==> src/rtl/dmem_arbiter_if.sv <==
// Bus bundle for the data-memory arbiter: core port, external loader port and memory port.
// slave = arbiter side, master = requesters/memory side.
interface dmem_arbiter_if #(
  parameter int ADDR_W = 10,
  parameter int DATA_W = 32
) ();
  logic              core_req;
  logic              core_we;
  logic [ADDR_W-1:0] core_addr;
  logic [DATA_W-1:0] core_wdata;
  logic              core_gnt;
  logic              core_rvalid;
  logic [DATA_W-1:0] core_rdata;

  logic              ext_req;
  logic              ext_we;
  logic [ADDR_W-1:0] ext_addr;
  logic [DATA_W-1:0] ext_wdata;
  logic              ext_gnt;
  logic              ext_rvalid;
  logic [DATA_W-1:0] ext_rdata;

  logic [ADDR_W-1:0] mem_address;
  logic [DATA_W-1:0] mem_data;
  logic              mem_wren;
  logic [DATA_W-1:0] mem_q;

  modport slave (
    input  core_req, core_we, core_addr, core_wdata,
    output core_gnt, core_rvalid, core_rdata,
    input  ext_req, ext_we, ext_addr, ext_wdata,
    output ext_gnt, ext_rvalid, ext_rdata,
    output mem_address, mem_data, mem_wren,
    input  mem_q
  );

  modport master (
    output core_req, core_we, core_addr, core_wdata,
    input  core_gnt, core_rvalid, core_rdata,
    output ext_req, ext_we, ext_addr, ext_wdata,
    input  ext_gnt, ext_rvalid, ext_rdata,
    input  mem_address, mem_data, mem_wren,
    output mem_q
  );
endinterface

==> src/rtl/dmem_arbiter.sv <==
// Two-port arbiter in front of a single-port synchronous data memory, one transaction in flight.
// Define DMEM_ARB_ROUND_ROBIN_EN for round-robin ties; default build is fixed priority (core wins).
module dmem_arbiter #(
  parameter int ADDR_W = 10,
  parameter int DATA_W = 32
) (
  input  logic           clk,
  input  logic           rst_n,
  dmem_arbiter_if.slave  bus,
  output logic           busy
);

  typedef enum logic [1:0] {IDLE, ACCESS, RDATA} state_t;

  state_t            state, state_nxt;
  logic              any_req;
  logic              win_ext;
  logic              lat_ext;
  logic              lat_we;
  logic [ADDR_W-1:0] lat_addr;
  logic [DATA_W-1:0] lat_wdata;

  assign any_req = bus.core_req | bus.ext_req;

`ifdef DMEM_ARB_ROUND_ROBIN_EN
  // last_ext resets to 1 so the first tie after reset goes to the core
  logic last_ext;

  always_comb win_ext = bus.ext_req & (~bus.core_req | ~last_ext);

  always_ff @(posedge clk or negedge rst_n) begin
    if (!rst_n)                       last_ext <= 1'b1;
    else if (state == IDLE && any_req) last_ext <= win_ext;
  end
`else
  always_comb win_ext = bus.ext_req & ~bus.core_req;
`endif

  always_ff @(posedge clk or negedge rst_n) begin
    if (!rst_n) state <= IDLE;
    else        state <= state_nxt;
  end

  always_ff @(posedge clk or negedge rst_n) begin
    if (!rst_n) begin
      lat_ext   <= 1'b0;
      lat_we    <= 1'b0;
      lat_addr  <= '0;
      lat_wdata <= '0;
    end else if (state == IDLE && any_req) begin
      lat_ext   <= win_ext;
      lat_we    <= win_ext ? bus.ext_we    : bus.core_we;
      lat_addr  <= win_ext ? bus.ext_addr  : bus.core_addr;
      lat_wdata <= win_ext ? bus.ext_wdata : bus.core_wdata;
    end
  end

  always_comb begin
    state_nxt = state;
    case (state)
      IDLE:    if (any_req) state_nxt = ACCESS;
      ACCESS:  state_nxt = lat_we ? IDLE : RDATA;
      RDATA:   state_nxt = IDLE;
      default: state_nxt = IDLE;
    endcase
  end

  always_comb begin
    bus.core_gnt    = 1'b0;
    bus.core_rvalid = 1'b0;
    bus.core_rdata  = '0;
    bus.ext_gnt     = 1'b0;
    bus.ext_rvalid  = 1'b0;
    bus.ext_rdata   = '0;
    bus.mem_wren    = 1'b0;
    bus.mem_address = lat_addr;
    bus.mem_data    = lat_wdata;
    busy            = (state != IDLE);
    case (state)
      ACCESS: begin
        bus.core_gnt = ~lat_ext;
        bus.ext_gnt  = lat_ext;
        bus.mem_wren = lat_we;
      end
      RDATA: begin
        bus.core_rvalid = ~lat_ext;
        bus.ext_rvalid  = lat_ext;
        if (lat_ext) bus.ext_rdata  = bus.mem_q;
        else         bus.core_rdata = bus.mem_q;
      end
      default: ;
    endcase
  end

endmodule

==> src/flat_wrapper.sv <==
// flat-port wrapper written by rule: the top's interface ports become plain ports
module dmem_arbiter_flat 
#(
  parameter int ADDR_W = 10,
  parameter int DATA_W = 32
)
  (clk, rst_n, busy, bus_core_req, bus_core_we, bus_core_addr, bus_core_wdata, bus_core_gnt, bus_core_rvalid, bus_core_rdata, bus_ext_req, bus_ext_we, bus_ext_addr, bus_ext_wdata, bus_ext_gnt, bus_ext_rvalid, bus_ext_rdata, bus_mem_address, bus_mem_data, bus_mem_wren, bus_mem_q);
  dmem_arbiter_if #(.ADDR_W(ADDR_W), .DATA_W(DATA_W)) bus_i ();
  input  logic clk;
  input  logic rst_n;
  output logic busy;
  input wire logic [$bits(bus_i.core_req)-1:0] bus_core_req;
  input wire logic [$bits(bus_i.core_we)-1:0] bus_core_we;
  input wire logic [$bits(bus_i.core_addr)-1:0] bus_core_addr;
  input wire logic [$bits(bus_i.core_wdata)-1:0] bus_core_wdata;
  output wire logic [$bits(bus_i.core_gnt)-1:0] bus_core_gnt;
  output wire logic [$bits(bus_i.core_rvalid)-1:0] bus_core_rvalid;
  output wire logic [$bits(bus_i.core_rdata)-1:0] bus_core_rdata;
  input wire logic [$bits(bus_i.ext_req)-1:0] bus_ext_req;
  input wire logic [$bits(bus_i.ext_we)-1:0] bus_ext_we;
  input wire logic [$bits(bus_i.ext_addr)-1:0] bus_ext_addr;
  input wire logic [$bits(bus_i.ext_wdata)-1:0] bus_ext_wdata;
  output wire logic [$bits(bus_i.ext_gnt)-1:0] bus_ext_gnt;
  output wire logic [$bits(bus_i.ext_rvalid)-1:0] bus_ext_rvalid;
  output wire logic [$bits(bus_i.ext_rdata)-1:0] bus_ext_rdata;
  output wire logic [$bits(bus_i.mem_address)-1:0] bus_mem_address;
  output wire logic [$bits(bus_i.mem_data)-1:0] bus_mem_data;
  output wire logic [$bits(bus_i.mem_wren)-1:0] bus_mem_wren;
  input wire logic [$bits(bus_i.mem_q)-1:0] bus_mem_q;
  assign bus_i.core_req = bus_core_req;
  assign bus_i.core_we = bus_core_we;
  assign bus_i.core_addr = bus_core_addr;
  assign bus_i.core_wdata = bus_core_wdata;
  assign bus_core_gnt = bus_i.core_gnt;
  assign bus_core_rvalid = bus_i.core_rvalid;
  assign bus_core_rdata = bus_i.core_rdata;
  assign bus_i.ext_req = bus_ext_req;
  assign bus_i.ext_we = bus_ext_we;
  assign bus_i.ext_addr = bus_ext_addr;
  assign bus_i.ext_wdata = bus_ext_wdata;
  assign bus_ext_gnt = bus_i.ext_gnt;
  assign bus_ext_rvalid = bus_i.ext_rvalid;
  assign bus_ext_rdata = bus_i.ext_rdata;
  assign bus_mem_address = bus_i.mem_address;
  assign bus_mem_data = bus_i.mem_data;
  assign bus_mem_wren = bus_i.mem_wren;
  assign bus_i.mem_q = bus_mem_q;
  dmem_arbiter #(.ADDR_W(ADDR_W), .DATA_W(DATA_W)) u_core (.clk(clk), .rst_n(rst_n), .bus(bus_i), .busy(busy));
endmodule
==> config.mk <==
export PLATFORM = sky130hd
export DESIGN_NAME = dmem_arbiter_flat
export DESIGN_NICKNAME = d
export VERILOG_FILES = /design/src/rtl/dmem_arbiter_if.sv /design/src/rtl/dmem_arbiter.sv /design/src/flat_wrapper.sv
export SDC_FILE = /design/constraint.sdc
export NUM_CORES = 1
export LEC_CHECK = 0
export ABC_AREA = 1
export CORE_MARGIN = 1.5
export CORE_UTILIZATION = 30
export DETAILED_ROUTE_END_ITERATION = 10
export GPL_TIMING_DRIVEN = 1
export HOLD_SLACK_MARGIN = 0.1
export PLACE_DENSITY = 0.79
export SETUP_SLACK_MARGIN = 0.2
export SLEW_MARGIN = 20
export SYNTH_ARGS = -nofsm -noshare
export SYNTH_HDL_FRONTEND = slang
export SYNTH_SLANG_ARGS = --single-unit
==> constraint.sdc <==
create_clock -name clk -period 1.15 [get_ports clk]
set_clock_uncertainty 0.15 [all_clocks]
set_input_delay 0.23 -clock clk [delete_from_list [all_inputs] [get_ports clk]]
set_output_delay 0.23 -clock clk [all_outputs]
set_load 0.1 [all_outputs]
==> impl_metrics.ini <==
[floorplanning]
rows = 35
pin_count = 234
dieArea_um2 = 9948
die_h_um = 99.74
core_area_um2 = 9153
die_w_um = 99.74
start_util_pct = 30.68

[yosys]
syn_area_um2 = 2808
synth.distinct_cells = 12
synth_cells = 450
yosysSeqAreaShare_pct = 41.00
yosys_warnings = 0
synth.avg_cell_area_um2 = 6.239
syn_nets = 572
ys_ff_latch = 46

[critical_path]
cp_top_family = flip-flops
critPathKind = flop to primary output
arrival_ps = 1520
crit_path_top_delay_cell = dfrtp_1
r2r-start = u_core.state[0]
cp.buffers_inverters = 2
crit_required_ps = 770
cp_max_fo = 7
cpPeakStageDelay_ps = 420
rrSetupSlack_ps = -660
cp-start-kind = flop
path_cells = nor2_4 -> nand2_4 -> clkbuf_16 -> nor2_4 -> buf_12
cp_common_cell = nor2_4
crit_path_end_kind = primary output
cp-startpoint = u_core.state[0]

[placement]
place_area_um2 = 7203
gp_congestion = 0.7741
pre_cts_ws_ps = -950.1
io_buffers = 233
dp_hpwl_um = 9164

[power]
vdd_drop_max_mv = 1.850
leakage_nw = 3.479
power.density_nw_per_um2 = 2819

[timing]
finalCritPeriodShare_pct = 165.3
finalHoldViolCount = 0
setup_ws_ps = -750.9
min_period_ps = 1901
rsz0062_at_grt = true
hold_ws_ps = 271.8
setup_viol = 158
drv_slew = 0
tightestPinTransition_ps = 686.7
relSlewSlack_pct = 54.17
max_clock_freq_mhz = 526.1

[global_routing]
grt_usage_pct = 25.16
grt_pass1_vias = 3881
antenna_found_initial = 0
grt_max_degree = 47
grt_pass1_wl_um = 19620
grt_overflow = 0

[outcome]
violations = setup timing
status = complete, but fails checks

[clock_network]
cts_made_buffers = 5
cts_buffer_depth = 2
h-tree-depth = 2
cts_tree = yes
root_buffer = clkbuf_8
cts_sinks = 46
clk_latency_ps = 300
clkSlewWorstSetupHoldPaths_ps = 90

[drt]
ant_nets = 0
drtPass1Iterations = 4
drc = 0
drtIter0Drc = 150
viasPerCell = 4.706
finalWirelength_um = 12870
vias = 3878
wl_per_cell_um = 15.62

[finish]
syn2layout_area_growth_pct = 175.4
final_cell_area_um2 = 7732
antenna_cells = 0
layout-drive-gt1-share_pct = 41.37
layout.nets = 834

[job]
maxCapViolations = 0

[worst_hold_path]
min_path_type = input port to async pin
-- metrics by stage --
| stage | cells | TNS (ps) | power (mW) | util [%] |
|---|---|---|---|---|
| final | 824 | -86820 | 21.80 | 84.48 |
| after global routing | 824 | -94120 | 22.49 | 84.48 |
| after CTS | 820 | -84980 | 21.52 | 83.40 |
| after detailed placement | 789 | -67660 | 19.20 | 78.70 |
| after global placement | 789 | -60920 | 18.96 | 78.70 |
| after floorplan | 450 | -57840 | 13.17 | - |
-- cells by family (layout without fill, tap and decap cells) --
logic type,Yosys count,in the layout,share of synthesized area [%]
and+or+nand+nor,336,339,47.42
buffers and inverters,66,326,10.83
DFF,46,46,41.00
AOI/OAI and AO/OA,2,2,0.7576
-- layout by cell type, fill, tap and decap left out --
cell | netlist | routed
buf_12 | 0 | 123
buf_16 | 0 | 3
buf_2 | 18 | 2
buf_4 | 9 | 15
buf_6 | 0 | 14
clkbuf_1 | 0 | 1
clkbuf_16 | 0 | 2
clkbuf_8 | 0 | 6
clkdlybuf4s50_1 | 0 | 119
clkinvlp_4 | 0 | 2
dfrtp_1 | 46 | 4
dfrtp_4 | 0 | 42
dlygate4sd3_1 | 0 | 1
inv_1 | 38 | 33
inv_2 | 1 | 3
inv_4 | 0 | 1
inv_6 | 0 | 1
nand2_1 | 219 | 214
nand2_2 | 0 | 1
nand2_4 | 1 | 3
nand2_8 | 0 | 2
nand3_1 | 44 | 44
nor2_1 | 71 | 1
nor2_2 | 0 | 1
nor2_4 | 1 | 73
o21ai_1 | 0 | 1
o21ai_4 | 1 | 1
-- layout make-up --
| cell class | count | area [µm²] |
|---|---|---|
| Timing Repair Buffer | 279 | 4076 |
| Multi-Input combinational cell | 341 | 1957 |
| Fill cell | 497 | 1420 |
| Sequential cell | 46 | 1309 |
| Inverter | 39 | 156.4 |
| Tap cell | 111 | 138.9 |
| Clock buffer | 7 | 86.33 |
| Clock inverter | 1 | 8.758 |
-- state kept, by name, indices dropped and copies added, names as in the netlist --
name / flops
u_core.lat_we: 1
u_core.bus.mem_data: 32
u_core.bus.mem_address: 10
u_core.lat_ext: 1
u_core.state: 2
-- cells in the mapped netlist --
library cell / count / area share [%]
o21ai_0: 1 / 0.18
nor2_4: 1 / 0.40
nand3_1: 44 / 7.8
o21ai_4: 1 / 0.58
nand2_4: 1 / 0.40
nor2_1: 71 / 9.5
inv_2: 1 / 0.13
buf_2: 18 / 3.2
inv_1: 38 / 5.1
dfrtp_1: 46 / 41
nand2_1: 219 / 29
buf_4: 9 / 2.4
-- worst reg2reg max path: stages, from the launching register on --
cell and delay [ps]:
dfrtp_1 420, buf_4 160, buf_4 130, buf_6 130, nor2_4 100, buf_6 120
o21ai_4 80, buf_12 170, buf_12 130, nand2_1 70, nand2_1 60
-- path summary, 6_finish.rpt --
check                      depth (start not counted)                       to
max                                                5        bus_core_rdata[7]
min                                                3   u_core.bus.mem_data[6]
max reg2reg                                       10  u_core.bus.mem_data[18]
min reg2reg                                        2          u_core.state[1]
max in group asynchronous                          3  u_core.bus.mem_data[27]
min in group clk                                   4          u_core.state[0]
-- where the power goes --
group | internal (mW) | total (mW) | switching (mW)
logic | 6.25 | 17.0 | 10.8
registers | 2.84 | 3.71 | 0.868
clock network | 0.498 | 1.08 | 0.580
-- layer usage --
layer  wire length [µm]  vias to the layer above  part of all wire [%]  GRT usage (%)
met5                  0                        -                     0              0
met4                296                        0                   2.3          7.801
met3               1051                       23                   8.2          6.535
met2               6872                      200                    53          46.99
met1               4649                     1790                    36          27.67
li1                   -                     1865                     -              -
-- timing repair --
item | 4_1_cts | 5_1_grt
hold buffers | 1 | 0
endpoints found under the hold margin | 46 | 0
cloned | 7 | 2
buffers inserted | 15 | 2
endpoints found under the setup margin | 158 | 158
gates resized for setup | 26 | 7
pin swaps | 4 | 6
Note: power is estimated with default switching activity, not from simulation.
